$ cat config.mk
export PLATFORM = sky130hd
export DESIGN_NAME = alarm_ringer
export DESIGN_NICKNAME = d
export VERILOG_FILES = /design/src/rtl/alarm_ringer.sv
export SDC_FILE = /design/constraint.sdc
export NUM_CORES = 1
export LEC_CHECK = 0
export ABC_AREA = 1
export CORE_MARGIN = 1.5
export CORE_UTILIZATION = 40
export DETAILED_ROUTE_END_ITERATION = 8
export SLEW_MARGIN = 10
export SYNTH_ARGS = -nofsm -noshare
export SYNTH_HDL_FRONTEND = slang
export SYNTH_SLANG_ARGS = --single-unit
$ cat constraint.sdc
create_clock -name clk -period 2.3 [get_ports clk]
set_input_delay 0.23 -clock clk [delete_from_list [all_inputs] [get_ports clk]]
set_output_delay 0.23 -clock clk [all_outputs]
set_load 0.1 [all_outputs]
$ cat src/rtl/alarm_ringer.sv
// Alarm ringer: edge-triggered RING/SNOOZE/IDLE controller with beep pattern and timeouts.
// Optional feature macro: SNOOZE_LIMIT_EN (caps snoozes per alarm at MAX_SNOOZE).
`timescale 1ns/1ps
module alarm_ringer #(
  parameter int unsigned BEEP_ON_CYC    = 25_000_000,
  parameter int unsigned BEEP_OFF_CYC   = 25_000_000,
  parameter int unsigned RING_TIMEOUT_S = 60,
  parameter int unsigned SNOOZE_S       = 300,
  parameter int unsigned MAX_SNOOZE     = 3
) (
  input  logic clk,
  input  logic rst,
  input  logic sec_tick,
  input  logic alarm_trigger,
  input  logic alarm_en,
  input  logic stop_btn,
  input  logic snooze_btn,
  output logic buzzer,
  output logic ringing,
  output logic snoozed
);

  localparam int unsigned BEEP_PER = BEEP_ON_CYC + BEEP_OFF_CYC;
  localparam int unsigned BEEP_W   = (BEEP_PER > 1) ? $clog2(BEEP_PER) : 1;
  localparam int unsigned SEC_MAX  = (RING_TIMEOUT_S > SNOOZE_S) ? RING_TIMEOUT_S : SNOOZE_S;
  localparam int unsigned SEC_W    = (SEC_MAX > 0) ? $clog2(SEC_MAX + 1) : 1;

  if (BEEP_ON_CYC == 0 || BEEP_OFF_CYC == 0 || RING_TIMEOUT_S == 0 || SNOOZE_S == 0 ||
      MAX_SNOOZE >= 65536) begin : g_bad_cfg
    $error("alarm_ringer: invalid parameter set");
  end

  typedef enum logic [1:0] {IDLE, RING, SNOOZE} state_t;

  state_t            state;
  logic              trig_q;
  logic [BEEP_W-1:0] beep_cnt;
  logic [BEEP_W-1:0] beep_nxt;
  logic [SEC_W-1:0]  sec_cnt;
  logic              start;
  logic              ring_tmo;
  logic              snz_tmo;
  logic              snooze_ok;

`ifdef SNOOZE_LIMIT_EN
  localparam int unsigned SNZ_W = (MAX_SNOOZE > 0) ? $clog2(MAX_SNOOZE + 1) : 1;
  logic [SNZ_W-1:0] snz_cnt;
`endif

  always_comb begin
    start     = alarm_trigger & ~trig_q & alarm_en;
    beep_nxt  = (beep_cnt == BEEP_W'(BEEP_PER - 1)) ? '0 : beep_cnt + BEEP_W'(1);
    ring_tmo  = sec_tick && (sec_cnt == SEC_W'(RING_TIMEOUT_S - 1));
    snz_tmo   = sec_tick && (sec_cnt == SEC_W'(SNOOZE_S - 1));
`ifdef SNOOZE_LIMIT_EN
    snooze_ok = snooze_btn && (snz_cnt != SNZ_W'(MAX_SNOOZE));
`else
    snooze_ok = snooze_btn;
`endif
  end

  // Outputs are assigned alongside the state so they reflect it one cycle after the event.
  always_ff @(posedge clk or negedge rst) begin
    if (!rst) begin
      state    <= IDLE;
      trig_q   <= 1'b1;
      beep_cnt <= '0;
      sec_cnt  <= '0;
      buzzer   <= 1'b0;
      ringing  <= 1'b0;
      snoozed  <= 1'b0;
`ifdef SNOOZE_LIMIT_EN
      snz_cnt  <= '0;
`endif
    end else begin
      trig_q <= alarm_trigger;
      if (!alarm_en || (state == IDLE && !start) ||
          (state == RING && (stop_btn || (!snooze_ok && ring_tmo))) ||
          (state == SNOOZE && stop_btn)) begin
        state    <= IDLE;
        beep_cnt <= '0;
        sec_cnt  <= '0;
        buzzer   <= 1'b0;
        ringing  <= 1'b0;
        snoozed  <= 1'b0;
`ifdef SNOOZE_LIMIT_EN
        snz_cnt  <= '0;
`endif
      end else if ((state == IDLE) || (state == SNOOZE && (start || snz_tmo))) begin
        state    <= RING;
        beep_cnt <= '0;
        sec_cnt  <= '0;
        buzzer   <= 1'b1;
        ringing  <= 1'b1;
        snoozed  <= 1'b0;
      end else if (state == RING && snooze_ok) begin
        state    <= SNOOZE;
        beep_cnt <= '0;
        sec_cnt  <= '0;
        buzzer   <= 1'b0;
        ringing  <= 1'b0;
        snoozed  <= 1'b1;
`ifdef SNOOZE_LIMIT_EN
        snz_cnt  <= snz_cnt + SNZ_W'(1);
`endif
      end else begin
        if (state == RING) begin
          beep_cnt <= beep_nxt;
          buzzer   <= (beep_nxt < BEEP_W'(BEEP_ON_CYC));
        end
        if (sec_tick) sec_cnt <= sec_cnt + SEC_W'(1);
      end
    end
  end

endmodule

==> summary.txt, run 1 <==
Placed design
  • Pre-CTS setup slack: 48.4 ps
  • Post-DP HPWL: 5020 um
  • Area after DPL: 2840 um^2
  • Port bufs: 9
  • GPL Wtd Cong: 0.927

Logic synthesis
  • Mean Syn Cell Area: 6.46 um^2
  • Largest family of logic cells by synthesized area: simple AND/OR/NAND/NOR gates
  • Most used DFF post-synth: dfrtp_1
  • Multiplexer share of the synthesized area: 0.376%
  • Sequential cell area fraction in the yosys report: 36.7%
  • Synth top area cells: dfrtp_1 (36%), nand2_1 (21%), nor2_1 (9.3%), inv_1 (6.5%), nand3_1 (5.3%)
  • Synth Area in XOR/XNOR: 2.96%
  • Yosys warns: 0
  • Post-synth EDFFs: 0
  • Area leader, netlist: dfrtp_1
  • Top cell type's share of synthesized area: 35.7%
  • Simple-gate portion of the synthesized area: 43.7%
  • Synth unique cells: 32
  • Synthesized area: 2660 um^2
  • Post-synthesis compound-gate area fraction: 7.42%
  • FFs w/ async S/R, synth: 100%
  • Adder-Cell Fraction of Synth Area: 0.940%
  • Synthesized instance count: 412
  • #FFs+latches synth: 39
  • Mapped Nets: 421

STA
  • FMAX: 469 MHz
  • Final setup viols: 0
  • Slew HR: 42.9%
  • Setup Total Neg Slack: 0 ps
  • Final hold vios: 0
  • Clock skew: 6.74 ps
  • Final worst slack: 166 ps
  • Tmin final: 2130 ps
  • Count of pins over their slew limit: 0
  • Period utilization: 92.8%
  • Worst slew pin tran: 856 ps

Run
  • Max-cap violations: 0

Drt
  • Starting DRC count in detailed routing: 224
  • Antenna-violating nets left: 0
  • Vias post-DR: 2542
  • Via density: 4.99
  • Residual DRC: 0
  • DR pass1 iterations: 5
  • Routed WL per cell: 13.5 um
  • Detailed Route WL: 6880 um

Layout
  • Share of cells above drive strength 1: 9.49%
  • Nets@finish: 440
  • Diode count: 0
  • Design Area, Final: 2990 um^2
  • Synth-to-Final Area Change: 12.2%

Setup path
  • Largest stage delay, worst path: 440 ps
  • CP Capture Type: flop
  • Worst reg-to-reg path cell count: 16
  • Critical Path AT: 2320 ps
  • CP Max Fanout: 6
  • Crit-path slowest cell: dfrtp_1
  • R2R Setup Slk: 170 ps
  • CP Cell Sequence: ha_4, nand2_1, nor2_4, nand3_1, nor2_1, nand2_2, nand3_1, nand2_1, nor2_1, nand3_1, nand2_1, nand2_1, nand2_1, nand2_1, nand2_1, nand2_1
  • Crit path kind: reg2reg
  • Worst r2r src: beep_cnt[1]
  • Worst R2R End: buzzer
  • CP Launch Type: flop
  • CP required: 2490 ps
  • Crit-path most repeated cell: nand2_1

Pwr
  • Flop pwr share: 56.6%
  • Sw power: 0.000299 W
  • Switching share of power: 24.5%
  • Comb power frac: 5.3%
  • PD cells: 409 nW/um^2
  • Internal power component: 0.000921 W
  • Power, Total: 0.00122 W
  • Worst IR Drop VDD: 295 uV
  • Leakage: 1.31 nW
  • Clk network pwr share: 38.1%

GRT
  • Largest net degree at the start of global routing: 40
  • GRT Util Overall: 19.9%
  • First-pass GRT wire length: 11500 um
  • Number of global-route vias before repair: 2444
  • Gr ovfl total: 0
  • Initial antenna violation count: 0

Floorplanning
  • Die Area: 7150 um^2
  • Die height: 84.6 um
  • Row count: 29
  • Initial Utilization: 41.7%
  • Core outline area: 6390 um^2
  • Io pins: 10
  • Die Wd: 84.6 um

Clocking
  • Clock net sink count: 39
  • Hold Buf Count CTS: 0
  • CTS tree: built
  • Worst skew pair latency: 290 ps
  • CTS clk-pin slew, worst paths: 80 ps
  • Root buffer cell: clkbuf_8
  • CTS Buffer Depth: 2
  • H-tree depth: 2
  • Number of buffers created by CTS: 5

Min path
  • Worst hold path class: in2async

Status
  • Run status: finished clean
registers in the layout, summed over array words and instances, names as in the netlist:
name and flops:
sec_cnt 9, state 1, beep_cnt 26, buzzer 1, trig_q 1, snoozed 1
repair_timing:
item                       4_1_cts  5_1_grt
setup endpoints to repair        0       27
setup buffers                    0        3
resized for setup                0        6
layer usage:
layer | part of all wire [%] | vias up | global-route usage, %
li1 | - | 1328 | -
met1 | 47 | 1162 | 26.4
met2 | 48 | 50 | 34.3
met3 | 4.9 | 2 | 3.24
met4 | 0.46 | 0 | 4.40
met5 | 0 | - | 0
how the worst max path moves through the flow:
| stage | slack [ps] | cells past startpoint | startpoint | to |
|---|---|---|---|---|
| final | 170 | 16 | beep_cnt[1] | buzzer |
| after global routing | -20 | 16 | beep_cnt[1] | buzzer |
| after CTS | 40 | 16 | beep_cnt[0] | buzzer |
| after detailed placement | 50 | 16 | beep_cnt[0] | buzzer |
| after global placement | 70 | 16 | beep_cnt[0] | buzzer |
| after floorplan | 40 | 10 | state[0] | beep_cnt[21] |
placed cells by master (no fill, tap or decap), types with 3 or more instances in the layout:
master and n:
dfrtp_1 37, a21oi_1 3, nor2_1 65, inv_2 3, nor2_2 4, nor2_4 6
buf_4 9, o21bai_1 3, nand3_1 28, o21ai_0 20, clkbuf_8 5, nand2_2 5
xor2_1 7, inv_1 45, nor3_1 7, clkdlybuf4s50_1 5, nand4_1 6, nand2_1 149
cell families after synthesis:
group,count (synthesis)
AOI/OAI and AO/OA,34
xor gates and xnor gates,9
adders and majority gates,2
buffers and inverters,53
DFF,39
muxes,1
and+or+nand+nor,274
critical path: cells and delay by family, from the launching register on:
family | cells | cell delay (ps)
fa+ha+maj | 1 | 180
flops | 1 | 440
simple gates | 15 | 1410
cell usage after synthesis (5+ instances only):
cell type	number
nor2_1	66
nand4_1	6
o21ai_0	20
nand2_1	149
nand2_2	5
dfrtp_1	38
nand3_1	28
xor2_1	7
nor3_1	7
inv_1	46
nor2_4	5
stage by stage:
step           utilization, %  hold slack (ps)  std cells
3_3_place_gp             44.4              403        497
5_1_grt                  46.8              143        509
2_1_floorplan               -            -65.6        412
3_5_place_dp             44.4              412        497
4_1_cts                  45.8             86.1        505
6_report                 46.8             49.4        509
power by group through the flow:
stage | Clock (W) | Sequential (W) | Combinational (W)
after floorplan | 0 | 0.000719 | 0.0000165
after global placement | 0 | 0.000704 | 0.0000633
after detailed placement | 0 | 0.000704 | 0.0000637
after CTS | 0.000483 | 0.000691 | 0.0000635
after global routing | 0.000509 | 0.000691 | 0.0000725
final | 0.000465 | 0.000691 | 0.0000651
area by class of cell:
cell class	count	area, um^2
fill	677	3400
multi-input combinational	321	1500
sequential	39	978
inverter	48	180
timing repair buffer	16	143
tap	77	96.3
clock buffer	6	72.6
clock inverter	2	13.8
No activity file was read; power rests on OpenSTA's default activity.
==> run 2: changes to the inputs <==
Settings changed: CORE_UTILIZATION 40 to 30.
==> run 2 against run 1 <==
Clock skew decreased by 2.6 ps. Routed wire length increased by 3.4%. Die area increased by 32%. Clock power increased by 33%. Clock-buffer cell count decreased by 1. Worst hold slack got worse by 2.1 ps. Design area increased by 4.4%. Worst setup slack improved by 32 ps. Via count increased by 2.1%. Highest routed layer unchanged.
==> summary.txt, run 2 (synthesized netlist as in run 1, its figures left out) <==
Pwr
  • Leakage: 1.36 nW
  • Worst IR Drop VDD: 227 uV
  • PD cells: 441 nW/um^2

Setup path
  • Worst reg-to-reg path cell count: 15
  • Buf+Inv Stages, Crit Path: 0
  • Largest stage delay, worst path: 410 ps
  • CP Launch Type: flop
  • CP Capture Type: flop
  • Crit-path leading delay family: simple AND/OR/NAND/NOR gates
  • Crit-path most repeated cell: nand2_1
  • Crit-path slowest cell: dfrtp_1
  • CP Max Fanout: 6
  • CP required: 2550 ps
  • Critical path depth: 15
  • CP Cell Sequence: ha_2, nand2_1, nor2_4, nand3_1, nor2_1, nand2_2, nand2_1, nand4_1, nand3_1, nand2_1, nand2_1, nand2_1, nand2_1, nand2_1, nand2_1
  • Critical Path AT: 2350 ps
  • Crit path kind: reg2reg

Clocking
  • Number of buffers created by CTS: 5
  • H-tree depth: 2
  • Root buffer cell: clkbuf_8
  • Worst skew pair latency: 310 ps
  • Hold Buf Count CTS: 0
  • CTS clk-pin slew, worst paths: 90 ps
  • Clock net sink count: 39
  • CTS tree: built
  • CTS Buffer Depth: 2

Layout
  • Design Area, Final: 3120 um^2
  • Most flops, register: beep_cnt
  • Nets@finish: 445
  • Most frequent cells in the layout: nand2_1 (149), nor2_1 (64), inv_1 (45)
  • Biggest regs: beep_cnt x26, sec_cnt x9
  • Most common cell after layout, fill and taps aside: nand2_1
  • Number of fillers in the final layout: 957
  • Share of cells above drive strength 1: 11.7%
  • Diode count: 0
  • Synth-to-Final Area Change: 17.1%
  • Max FFs per register: 26
  • Post-route insts no fill: 545

Drt
  • Routed WL per cell: 13.1 um
  • Starting DRC count in detailed routing: 217
  • Detailed Route WL: 7120 um
  • Via density: 4.76
  • Antenna-violating nets left: 0
  • DR pass1 iterations: 4
  • Residual DRC: 0
  • Vias post-DR: 2595

STA
  • Setup Total Neg Slack: 0 ps
  • Tmin final: 2100 ps
  • Final hold vios: 0
  • Worst slew pin tran: 905 ps
  • Final setup viols: 0
  • FMAX: 476 MHz
  • Clock skew: 4.17 ps
  • Period utilization: 91.4%
  • Count of pins over their slew limit: 0
  • RSZ-0062 raised after global routing: false
  • Slew HR: 39.7%

GRT
  • Gr ovfl total: 0
  • Number of global-route vias before repair: 2481
  • First-pass GRT wire length: 11800 um
  • GRT Util Overall: 15.4%
  • Largest net degree at the start of global routing: 40
  • Initial antenna violation count: 0

Placed design
  • Area after DPL: 2890 um^2
  • GPL Wtd Cong: 0.927
  • Port bufs: 9
  • Post-DP HPWL: 5250 um
  • Placed cells: 530

Floorplanning
  • Row count: 34
  • Io pins: 10
  • Die Area: 9450 um^2
  • Die Wd: 97.2 um
  • Die height: 97.2 um
  • Initial Utilization: 30.7%
  • Core outline area: 8680 um^2

Status
  • Run status: finished clean

Min path
  • Worst hold path class: in2async

Run
  • Max-cap violations: 0
## run 2: cell count changes in the layout (fill, tap and decap cells not counted), sizes merged
cell | previous run | this run
buf | 11 | 16
bufinv | 0 | 1
clkbuf | 6 | 5
clkinv | 2 | 1
inv | 48 | 49
## run 2: per-layer routing
metal	up-vias	global-route usage [%]	part of all wire, %
met5	-	0	0
met4	0	4.73	2.0
met3	13	2.73	5.2
met2	59	24.9	46
met1	1183	21.0	47
li1	1340	-	-
## run 2: repair_timing
action                                 CTS  global route
resized for setup                        0             9
buffers inserted                         0             6
endpoints found under the hold margin    0             0
setup endpoints to repair                0            27
## run 2: final cells by class
type	instances	area [um^2]	share of cell area [%]
Timing Repair Buffer	21	193	6.18
Inverter	48	180	5.78
Sequential cell	39	977	31.3
Multi-Input combinational cell	321	1520	48.6
Clock inverter	3	47.5	1.52
Clock buffer	5	68.8	2.21
Tap cell	108	135	4.33
## run 2: final timing paths
kind,from,to,slack [ps]
worst max-delay path,beep_cnt[0],buzzer,200
max in group asynchronous,rst,beep_cnt[6],1690
worst min register to register,buzzer,buzzer,490
worst min-delay path,rst,buzzer,50
min in group clk,alarm_trigger,trig_q,350
worst max register to register,beep_cnt[0],buzzer,200
## run 2: stage by stage
stage / power [W] / utilization (%) / worst slack, ps / hold WS, ps
floorplan: 0.000735 / - / 35.0 / -65.6
global placement: 0.000768 / 33.3 / 124 / 411
detailed placement: 0.000769 / 33.3 / 98.3 / 417
CTS: 0.00138 / 34.7 / 64.4 / 87.0
global route: 0.00142 / 35.9 / 10.2 / 125
finish: 0.00138 / 35.9 / 198 / 47.2
## run 2: power by group
group | switching [W] | internal, W
Sequential | 0.00000204 | 0.000689
Combinational | 0.0000480 | 0.0000192
Clock | 0.000288 | 0.000329
Total | 0.000338 | 0.00104
==> run 3: changes to the inputs <==
Settings changed: CAP_MARGIN from default to 25, RECOVER_POWER from default to 25.
==> run 3 against run 2 <==
First-iteration DRC count is 1.8% lower. Clock skew is 1.3 ps lower. Register-to-register slack worse by 20 ps. Total power is 0.12% higher. Core utilization is 0.16 points higher. Flip-flop and latch count stayed put. Fmax is 0.76% lower.
==> summary.txt, run 3 (synthesized netlist as in run 1, its figures left out) <==
STA
  • Clock skew: 2.87 ps
  • FMAX: 472 MHz
  • Final setup viols: 0
  • Slew HR: 51.8%
  • Period utilization: 92.1%
  • Worst slew pin tran: 723 ps
  • Tmin final: 2120 ps
  • Count of pins over their slew limit: 0
  • RSZ-0062 raised after global routing: false
  • Setup Total Neg Slack: 0 ps
  • Final hold vios: 0

Drt
  • Met3 WL: 365 um
  • Vias post-DR: 2632
  • Met2 WL: 3260 um
  • Routed WL per cell: 13.1 um
  • WL met1: 3370 um
  • Via density: 4.81
  • Residual DRC: 0
  • Starting DRC count in detailed routing: 213
  • DR pass1 iterations: 5
  • Antenna-violating nets left: 0
  • Detailed Route WL: 7150 um
  • Top layer in use: met4

Placed design
  • Post-DP HPWL: 5250 um
  • Placed cells: 530
  • GPL Wtd Cong: 0.927
  • Port bufs: 9

Layout
  • Post-route insts no fill: 547
  • Synth-to-Final Area Change: 17.6%
  • Biggest regs: beep_cnt x26, sec_cnt x9
  • Most common cell after layout, fill and taps aside: nand2_1
  • Diode count: 0
  • Share of cells above drive strength 1: 11.6%
  • Most flops, register: beep_cnt
  • Most frequent cells in the layout: nand2_1 (149), nor2_1 (64), inv_1 (45)
  • Nets@finish: 447
  • Max FFs per register: 26

GRT
  • GRT Util Overall: 15.4%
  • Number of global-route vias before repair: 2481
  • First-pass GRT wire length: 11800 um
  • Initial antenna violation count: 0
  • Largest net degree at the start of global routing: 40
  • Gr ovfl total: 0

Clocking
  • Root buffer cell: clkbuf_8
  • Number of buffers created by CTS: 5
  • Worst skew pair latency: 310 ps
  • H-tree depth: 2
  • CTS clk-pin slew, worst paths: 90 ps
  • CTS Buffer Depth: 2
  • Clock net sink count: 39
  • CTS tree: built

Setup path
  • CP Cell Sequence: ha_2, nand2_1, nor2_4, nand3_1, nor2_1, nand2_2, nand2_1, nand4_1, nand3_1, nand2_1, nand2_1, nand2_1, nand2_1, nand2_1, nand2_1
  • Largest stage delay, worst path: 410 ps
  • CP Max Fanout: 6
  • Crit path kind: reg2reg
  • CP Capture Type: flop
  • CP Launch Type: flop
  • Critical Path AT: 2370 ps
  • CP required: 2550 ps
  • Crit-path slowest cell: dfrtp_1
  • Crit-path most repeated cell: nand2_1

Pwr
  • Internal power component: 0.00104 W
  • Worst IR Drop VDD: 228 uV
  • Sw power: 0.000339 W
  • Clk network pwr share: 44.8%
  • Switching share of power: 24.6%
  • Comb power frac: 5.0%
  • Leakage: 1.36 nW
  • PD cells: 440 nW/um^2
  • Flop pwr share: 50.2%

Floorplanning
  • Core outline area: 8680 um^2
  • Row count: 34
  • Io pins: 10
  • Die Area: 9450 um^2
  • Initial Utilization: 30.7%
  • Die Wd: 97.2 um
  • Die height: 97.2 um

Min path
  • Worst hold path class: in2async

Status
  • Run status: finished clean

Run
  • Max-cap violations: 0
run 3: final timing paths:
| check | slack (ps) | to | startpoint | cells after the start |
|---|---|---|---|---|
| worst min register to register | 500 | buzzer | buzzer | 2 |
| worst min-delay path | 480 | beep_cnt[16] | rst | 2 |
| worst max-delay path | 180 | buzzer | beep_cnt[0] | 15 |
| worst max register to register | 180 | buzzer | beep_cnt[0] | 15 |
| min in group clk | 490 | trig_q | alarm_trigger | 1 |
| max in group asynchronous | 680 | beep_cnt[6] | rst | 3 |
run 3: critical path, delay by kind of cell (launching register included):
kind | cells | cell delay [ps]
simple gates | 14 | 1430
flops | 1 | 410
fa+ha+maj | 1 | 210
run 3: final cells by class:
class | instances | area [um^2]
Inverter | 48 | 180
Fill cell | 956 | 5550
Clock inverter | 3 | 47.5
Timing Repair Buffer | 23 | 206
Tap cell | 108 | 135
Multi-Input combinational cell | 321 | 1520
Clock buffer | 5 | 68.8
Sequential cell | 39 | 977
run 3: power by group through the flow:
stage / logic [W] / registers (W) / clock network (W)
final: 0.0000685 / 0.000691 / 0.000617
after global routing: 0.0000759 / 0.000691 / 0.000658
after detailed placement: 0.0000644 / 0.000704 / 0
after floorplan: 0.0000165 / 0.000719 / 0
after CTS: 0.0000645 / 0.000691 / 0.000628
after global placement: 0.0000635 / 0.000704 / 0
run 3: routing by layer:
layer	GRT usage (%)	up-vias
li1	-	1347
met1	21.0	1201
met2	24.9	70
met3	2.73	14
met4	4.73	0
met5	0	-
run 3: metrics by stage:
step / util [%] / area, um^2 / hold WS (ps) / power (W) / worst slack [ps]
floorplan: - / 2660 / -65.6 / 0.000735 / 35.0
global placement: 33.3 / 2890 / 411 / 0.000768 / 124
detailed placement: 33.3 / 2890 / 417 / 0.000769 / 98.3
CTS: 34.7 / 3010 / 87.0 / 0.00138 / 64.4
global route: 36.1 / 3130 / 491 / 0.00143 / 10.2
finish: 36.1 / 3130 / 485 / 0.00138 / 182
run 3: repair_timing:
action | in CTS | in global routing
endpoints found under the hold margin | 0 | 12
setup buffers | 0 | 6
gates resized for setup | 0 | 9
setup endpoints to repair | 0 | 27
hold buffers | 0 | 1
